==> config.mk <==
export PLATFORM = sky130hd
export DESIGN_NAME = fsm_alu_seq
export DESIGN_NICKNAME = d
export VERILOG_FILES = /design/src/rtl/fsm_alu_seq.sv
export SDC_FILE = /design/constraint.sdc
export NUM_CORES = 1
export LEC_CHECK = 0
export CORE_MARGIN = 8
export CORE_UTILIZATION = 29
export DETAILED_ROUTE_END_ITERATION = 12
export PLACE_DENSITY_LB_ADDON = 0.3
export SYNTH_ARGS = -nofsm -noshare
export SYNTH_HDL_FRONTEND = slang
export SYNTH_SLANG_ARGS = --single-unit
==> constraint.sdc <==
create_clock -name clk -period 3.22 [get_ports clk]
set_input_delay 0.483 -clock clk [delete_from_list [all_inputs] [get_ports clk]]
set_output_delay 0.483 -clock clk [all_outputs]
set_load 0.02 [all_outputs]
==> src/rtl/fsm_alu_seq.sv <==
// fsm_alu_seq: handshake/confirm ALU controller with operand capture, accumulate mode, flags, cancel and timeout.
//   clk, reset (async, active-low)     : clock and reset
//   handshaking, operand_a/b           : operand capture request and operands (IDLE only)
//   confirm_op, cancel_op              : execute / abort requests (WAIT_CONFIRM only)
//   acc_mode, switch_op                : accumulate select and opcode, latched with confirm_op
//   alu_result, flag_z/n/c/v           : registered result and status flags
//   busy, done, timeout                : not-idle status, result strobe, abort-on-timeout strobe
module fsm_alu_seq #(
    parameter int WIDTH   = 8,
    parameter int TIMEOUT = 16,
    parameter int CNT_W   = 8
) (
    input  logic             clk,
    input  logic             reset,
    input  logic             handshaking,
    input  logic             confirm_op,
    input  logic             cancel_op,
    input  logic             acc_mode,
    input  logic [2:0]       switch_op,
    input  logic [WIDTH-1:0] operand_a,
    input  logic [WIDTH-1:0] operand_b,
    output logic [WIDTH-1:0] alu_result,
    output logic             flag_z,
    output logic             flag_n,
    output logic             flag_c,
    output logic             flag_v,
    output logic             busy,
    output logic             done,
    output logic             timeout
);
    localparam int MSB = WIDTH - 1;
    localparam logic [CNT_W-1:0] LAST = CNT_W'(TIMEOUT == 0 ? 0 : TIMEOUT - 1);
    typedef enum logic [1:0] {S_IDLE = 2'b00, S_WAIT = 2'b01, S_EXEC = 2'b10} state_t;
    state_t           r_state, w_next;
    logic [WIDTH-1:0] r_a, r_b, w_a, w_res;
    logic [2:0]       r_op;
    logic             r_acc;
    logic [CNT_W-1:0] r_cnt;
    logic             w_cap, w_lat, w_inc, w_to, w_c, w_v;
    logic [WIDTH:0]   w_sum, w_dif;
    assign busy = (r_state != S_IDLE);
    always_comb begin
        w_next = S_IDLE;
        w_cap  = 1'b0;
        w_lat  = 1'b0;
        w_inc  = 1'b0;
        w_to   = 1'b0;
        case (r_state)
            S_IDLE: begin
                w_next = handshaking ? S_WAIT : S_IDLE;
                w_cap  = handshaking;
            end
            S_WAIT: begin
                if (cancel_op) w_next = S_IDLE;
                else if (confirm_op) begin
                    w_next = S_EXEC;
                    w_lat  = 1'b1;
                end else if (TIMEOUT != 0 && r_cnt == LAST) w_to = 1'b1;
                else begin
                    w_next = S_WAIT;
                    w_inc  = 1'b1;
                end
            end
            default: w_next = S_IDLE;
        endcase
    end
    // Accumulate mode chains the previous result in as operand A.
    assign w_a   = r_acc ? alu_result : r_a;
    assign w_sum = {1'b0, w_a} + {1'b0, r_b};
    assign w_dif = {1'b0, w_a} - {1'b0, r_b};
    always_comb begin
        w_res = '0;
        w_c   = 1'b0;
        w_v   = 1'b0;
        case (r_op)
            3'b000: begin
                w_res = w_sum[MSB:0];
                w_c   = w_sum[WIDTH];
                w_v   = (w_a[MSB] == r_b[MSB]) && (w_sum[MSB] != w_a[MSB]);
            end
            3'b001: begin
                w_res = w_dif[MSB:0];
                w_c   = w_dif[WIDTH];
                w_v   = (w_a[MSB] != r_b[MSB]) && (w_dif[MSB] != w_a[MSB]);
            end
            3'b010: w_res = w_a & r_b;
            3'b011: w_res = w_a | r_b;
            3'b100: w_res = w_a ^ r_b;
            3'b101: begin
                w_res = {w_a[MSB-1:0], 1'b0};
                w_c   = w_a[MSB];
            end
            3'b110: begin
                w_res = {1'b0, w_a[MSB:1]};
                w_c   = w_a[0];
            end
            default: w_res = r_b;
        endcase
    end
    always_ff @(posedge clk or negedge reset) begin
        if (!reset) begin
            r_state    <= S_IDLE;
            r_a        <= '0;
            r_b        <= '0;
            r_op       <= '0;
            r_acc      <= 1'b0;
            r_cnt      <= '0;
            alu_result <= '0;
            {flag_z, flag_n, flag_c, flag_v} <= '0;
            done       <= 1'b0;
            timeout    <= 1'b0;
        end else begin
            r_state <= w_next;
            done    <= 1'b0;
            timeout <= w_to;
            if (w_cap) begin
                r_a   <= operand_a;
                r_b   <= operand_b;
                r_cnt <= '0;
            end
            if (w_inc) r_cnt <= r_cnt + 1'b1;
            if (w_lat) begin
                r_op  <= switch_op;
                r_acc <= acc_mode;
            end
            if (r_state == S_EXEC) begin
                alu_result <= w_res;
                flag_z     <= (w_res == '0);
                flag_n     <= w_res[MSB];
                flag_c     <= w_c;
                flag_v     <= w_v;
                done       <= 1'b1;
            end
        end
    end
endmodule
## Word-level counts from Yosys, hierarchy flattened

Index checks and enable logic that the tools add are counted.
Widths: inputs -> output; s select.

- Bitwise gates (word level): 3
- Add/subtract/negate cells: 3
- Shift operators: 0
- Eq/ne operators: 13
- Div/mod/pow operators: 0
- Muxes and demuxes: 24
- Multiply operators: 0
- Reductions and logical operators: 7
- Order comparisons: 0

Operator list:

| kind | number |
|---|---|
| $pmux 8 s7 | 1 |
| $mux 8 | 3 |
| $mux 1 | 15 |
| $add 8x8->9 | 1 |
| $eq 3x3->1 const B | 3 |
| $sub 8x8->9 | 1 |
| $add 8x1->8 const B | 1 |
| $and 8x8->8 | 1 |
| $eq 8x4->1 const B | 1 |
| $logic_not 8->1 | 1 |
| $or 8x8->8 | 1 |
| $xor 8x8->8 | 1 |
| $eq 3x2->1 const B | 2 |
| $mux 2 | 2 |
| $pmux 1 s4 | 1 |
| $pmux 2 s2 | 1 |
| $reduce_bool 2->1 | 2 |
| $eq 3x1->1 const B | 1 |
| $logic_not 3->1 | 1 |
| $ne 1x1->1 | 3 |
| $eq 2x1->1 const B | 1 |
| $eq 2x2->1 const B | 1 |
| $logic_and 1x1->1 | 2 |
| $logic_not 2->1 | 1 |
| other kinds (2) | 2 |

- Bits of input ports: 25
- Output and inout port bits: 15
- Memories: 0
- Bits in latches: 0
- Memory bits (writable): 0
- Memory bits (read-only): 0
- Word-level logic and storage cells: 63
- Register bits: 44

## Depth between registers and ports, before layout

- Depth in word-level cells: 6
- Gate-level depth with buffers: 12
- Mapped depth without buffers: 11

## Least setup slack after synthesis

Ideal clock, no wire load.

- Path kind: flip-flop to flip-flop
- From: reg r_acc
- To: reg alu_result[7]
- Clock period less this slack: 2.672 ns
- Buffers on the path: 1
- Setup time: 0.125 ns
- Slack: 0.548 ns
- Required time: 3.095 ns
- Arrival: 2.547 ns
- Cell stages (with the launch flop): 12
- Cells stage by stage: dfrtp_1 buf_6 mux2i_1 inv_1 ha_1 o21bai_1 a2111oi_4 o21bai_2 a21oi_2 o221ai_1 o22a_1 mux2_4

- Cells in the longest elaborated chain, start to end: 3
- Elaborated cells on any way between the ends: 7
- Those cells by class: add/sub: 2; mux: 2; bitwise: 3

Ends and longest elaborated chain:

| element | line | source |
|---|---|---|
| from (decl) | 37 | `logic r_acc;` |
| from (signal assigned) | 124 | `r_acc <= acc_mode;` |
| $mux 8 * | 68 | `assign w_a = r_acc ? alu_result : r_a;` |
| $sub 8x8->9 (tied with other cells) | 70 | `assign w_dif = {1'b0, w_a} - {1'b0, r_b};` |
| $pmux 8 s7 * | 75 | `case (r_op)` |
| to (signal assigned) | 127 | `alu_result <= w_res;` |
| to (decl) | 22 | `output logic [WIDTH-1:0] alu_result,` |

Every way passes the cells marked *; elsewhere a longest branch is shown, timed or not.
A chain may end at the register's enable or synchronous reset.

## Worst setup path after layout

Ends and elaborated chain as after synthesis.

==> results.rst <==
.. list-table::
   :header-rows: 1

   * - Metric
     - Value
   * - Via count normalized by instance count
     - 5.030
   * - Mean instance size in the synthesized netlist
     - 8.534 um2
   * - Pwr per Cell Area
     - 877.5 mW/mm2
   * - Worst reg2reg path depth
     - 10
   * - Number of buffers inserted by port buffering
     - 39
   * - CTS Hold Bufs
     - 0
   * - Leakage power summed over all cells
     - 1.789 nW
   * - Buffer levels on the longest clock path
     - 2
   * - Launching element type of the critical path
     - flip-flop
   * - Initial antenna violation count
     - 0
   * - Die outline height
     - 122.4 um
   * - Slowest stage cell, crit path
     - sky130_fd_sc_hd__ha_1
   * - Slowest Stage Delay on Critical Path
     - 520 ps
   * - Post-Synthesis Net Count
     - 439
   * - Proportion of layout cells with a drive suffix above 1
     - 0.1150
   * - Half-perimeter wire length after placement
     - 6711 um
   * - Die extent in x
     - 122.4 um
   * - Clock Sink Count
     - 43
   * - Overall power of the completed layout
     - 3.519 mW
   * - Final TNS setup
     - 0 ps
   * - Largest net degree at the start of global routing
     - 44
   * - Area after DPL
     - 0.003801 mm2
   * - Final critical path time including I/O delays and setup
     - 2970 ps
   * - DIE AREA
     - 0.01499 mm2
   * - Netlist cell types
     - 68
   * - Most used flip-flop cell after synthesis
     - sky130_fd_sc_hd__dfrtp_1
   * - Final hold violation count
     - 0
   * - Total track usage
     - 0.1225
   * - Final weighted congestion in routability-driven placement
     - 0.8914
   * - Count of routing violations after the opening detailed-route iteration
     - 172
   * - Routed wire length
     - 8659 um
   * - Arrival time reported for the critical path endpoint
     - 3140 ps
   * - Synth area leaders
     - sky130_fd_sc_hd__dfrtp_1 (33%), sky130_fd_sc_hd__ha_1 (10%), sky130_fd_sc_hd__nand2_1 (7.5%), sky130_fd_sc_hd__o21ai_0 (6.1%), sky130_fd_sc_hd__nor2_1 (3.2%)
   * - TritonCTS clock tree
     - done
   * - IR Drop Worst-Case VDD
     - 359.9 uV
   * - Grt ovf
     - 0
   * - Buffer type at the clock tree root
     - sky130_fd_sc_hd__clkbuf_16
   * - # diodes
     - 0
   * - Routed len/inst
     - 15.22 um
   * - Final setup margin
     - 250.2 ps
   * - Launching point of the worst reg2reg path
     - r_acc
   * - Post-layout net count
     - 479
   * - Setup Slack @ Placement
     - 14.82 ps
   * - Worst path buffer plus inverter count
     - 1
   * - Top cell family by delay on the critical path
     - compound AO/OA/AOI/OAI gates
   * - Logic depth of the worst setup path including buffers
     - 10
   * - Highest clock frequency the design can meet
     - 336.7 MHz
   * - DRC violations left
     - 0
   * - Total number of placement rows
     - 39
   * - Total number of vias
     - 2,862
   * - Number of warnings reported in the yosys synthesis log
     - 0
   * - Element type at the critical path end
     - flip-flop
   * - CTS Buf Count
     - 5
   * - Transition time at the pin with the least slew margin
     - 985.1 ps
   * - Cell-by-cell trace of the critical path
     - buf_4 -> mux2i_1 -> ha_1 -> and2b_1 -> a2111oi_4 -> o21bai_2 -> a21oi_2 -> o221ai_1 -> o22a_1 -> mux2_4
   * - Outcome
     - complete, no violations
   * - Global-route wire length before repair
     - 14,520 um
   * - Clock Pin Slew Worst Setup and Hold Paths
     - 60 ps
   * - Worst-case headroom to the max-slew limit
     - 0.3433
   * - Type of the most critical hold path
     - primary input to async pin
   * - Initial Util
     - 0.2928
   * - Layout Cell Area excl Fill
     - 0.004010 mm2
   * - H-tree lvl count
     - 2
   * - Drt first pass iters
     - 5
   * - Number of instances in the synthesized netlist
     - 385
   * - Via count of the first global-routing pass
     - 2,797
   * - R2R setup slack
     - 250 ps
   * - Final critical-path share of the clock period
     - 0.9223
   * - Worst Path Required
     - 3390 ps
   * - Library cell with the largest summed area after synthesis
     - sky130_fd_sc_hd__dfrtp_1
   * - Number of slew-limit violations in the final report
     - 0
   * - Timing startpoint of the critical path
     - r_acc
   * - Synthesized flop and latch total
     - 43
   * - Share of flip-flops with an asynchronous set or reset after synthesis
     - 1.000
   * - Count of max-cap constraint violations
     - 0
   * - Number of enable-type register cells in the synthesized netlist
     - 0
   * - Detail Route Antenna Nets
     - 0
   * - Area of the placeable core
     - 0.01122 mm2
   * - Highest-count cells in the layout ignoring fill and taps
     - sky130_fd_sc_hd__nand2_1 (66), sky130_fd_sc_hd__dfrtp_1 (42), sky130_fd_sc_hd__o21ai_0 (40), sky130_fd_sc_hd__clkdlybuf4s50_1 (38), sky130_fd_sc_hd__nor2_1 (28)
   * - Largest fanout of any net on the critical path
     - 11
   * - Endpoint of the most critical register-to-register path
     - alu_result[7]
   * - Area Overhead vs Synth
     - 22.05%
   * - Ports placed on the boundary
     - 40
   * - End point of the critical path
     - alu_result[7]
   * - Hold Slack
     - 342.9 ps
   * - Post-synth design cell area
     - 0.003286 mm2
   * - WS Path Type
     - flip-flop to flip-flop
   * - Sequential cell area fraction in the yosys report
     - 0.3275
   * - Setup repair after global routing missed its margin
     - no
   * - Number of setup violations in the final report
     - 0
   * - Skew final
     - 2.784 ps
   * - Top-area cell type share of the netlist area
     - 0.3275
   * - Most common cell after layout, fill and taps aside
     - sky130_fd_sc_hd__nand2_1
   * - Clock Latency Late Sink
     - 290 ps
==> per-layer routing <==
metal | vias up | GRT usage | share of wire
met3 | 16 | 0.02300 | 0.038
li1 | 1413 | - | -
met1 | 1359 | 0.1541 | 0.45
met4 | 0 | 0.05484 | 0.025
met2 | 74 | 0.2005 | 0.49
met5 | - | 0 | 0
==> cell type report <==
class	instances	area (um2)
multi-input combinational	293	1973
fill	1180	7213
sequential	43	1077
clock inverter	2	38.79
inverter	28	105.1
tap	143	178.9
timing repair buffer	54	498.0
clock buffer	6	138.9
==> power breakdown <==
group	total (mW)	switching (mW)	leakage [nW]	internal, mW
logic	2.07	1.15	1.16	0.921
registers	0.850	0.184	0.545	0.666
clock network	0.602	0.212	0.0875	0.390
total	3.52	1.54	1.79	1.98
==> synthesized netlist by cell type (2+ instances only) <==
master / n
sky130_fd_sc_hd__nand2_1: 66
sky130_fd_sc_hd__dfrtp_1: 43
sky130_fd_sc_hd__o21ai_0: 40
sky130_fd_sc_hd__nor2_1: 28
sky130_fd_sc_hd__ha_1: 27
sky130_fd_sc_hd__inv_1: 26
sky130_fd_sc_hd__a21oi_1: 18
sky130_fd_sc_hd__clkbuf_1: 8
sky130_fd_sc_hd__mux2i_1: 8
sky130_fd_sc_hd__nand3_1: 8
sky130_fd_sc_hd__nor3_1: 7
sky130_fd_sc_hd__a211oi_1: 6
sky130_fd_sc_hd__buf_2: 5
sky130_fd_sc_hd__mux2_2: 5
sky130_fd_sc_hd__xnor2_1: 5
sky130_fd_sc_hd__and3_1: 4
sky130_fd_sc_hd__o21a_1: 4
sky130_fd_sc_hd__a21o_1: 3
sky130_fd_sc_hd__a31oi_1: 3
sky130_fd_sc_hd__buf_4: 3
sky130_fd_sc_hd__nand3b_1: 3
sky130_fd_sc_hd__nor2b_1: 3
sky130_fd_sc_hd__nor3b_1: 3
sky130_fd_sc_hd__o211ai_1: 3
sky130_fd_sc_hd__o221ai_1: 3
sky130_fd_sc_hd__o22ai_1: 3
sky130_fd_sc_hd__buf_6: 2
sky130_fd_sc_hd__clkbuf_8: 2
sky130_fd_sc_hd__fa_1: 2
sky130_fd_sc_hd__mux2i_4: 2
sky130_fd_sc_hd__nand2b_1: 2
sky130_fd_sc_hd__nand4_1: 2
sky130_fd_sc_hd__o21bai_1: 2
sky130_fd_sc_hd__o31ai_1: 2
==> worst min path at each step <==
stage	to	from	slack [ps]
6_report	flag_c	reset	340
3_5_place_dp	r_a[5]	r_a[5]	470
2_1_floorplan	alu_result[0]	reset	190
5_1_grt	flag_c	reset	420
3_3_place_gp	r_a[6]	r_a[6]	460
4_1_cts	flag_c	reset	380
==> cells by family after synthesis <==
kind of cell               Yosys count  share of synthesized area
buffers and inverters               49                    0.07197
DFF                                 43                     0.3275
AOI/OAI and AO/OA                  104                     0.2079
muxes                               18                    0.07083
xor gates and xnor gates             5                    0.01333
and+or+nand+nor                    137                     0.1935
adders and majority gates           29                     0.1150
==> repair_timing <==
action / 4_1_cts / 5_1_grt
buffers inserted: 0 / 4
endpoints found under the setup margin: 0 / 4
gates resized for setup: 0 / 1
==> flip-flops by register name, indices dropped and copies added, names as in the netlist, 2 cells and up <==
name        cells
r_state         2
r_a             8
alu_result      8
r_b             8
r_op            3
r_cnt           8
==> stage by stage <==
stage,instances,util
6_report,569,0.3573
5_1_grt,569,0.3573
4_1_cts,565,0.3545
3_5_place_dp,557,0.3387
3_3_place_gp,557,0.3387
2_1_floorplan,385,-
==> worst register-to-register path: stages, from the launching register on <==
cell,delay [ps]
sky130_fd_sc_hd__dfrtp_2,440
sky130_fd_sc_hd__buf_4,180
sky130_fd_sc_hd__mux2i_1,160
sky130_fd_sc_hd__ha_1,520
sky130_fd_sc_hd__and2b_1,250
sky130_fd_sc_hd__a2111oi_4,370
sky130_fd_sc_hd__o21bai_2,120
sky130_fd_sc_hd__a21oi_2,180
sky130_fd_sc_hd__o221ai_1,120
sky130_fd_sc_hd__o22a_1,240
sky130_fd_sc_hd__mux2_4,260
(Power assumes the default switching activity.)
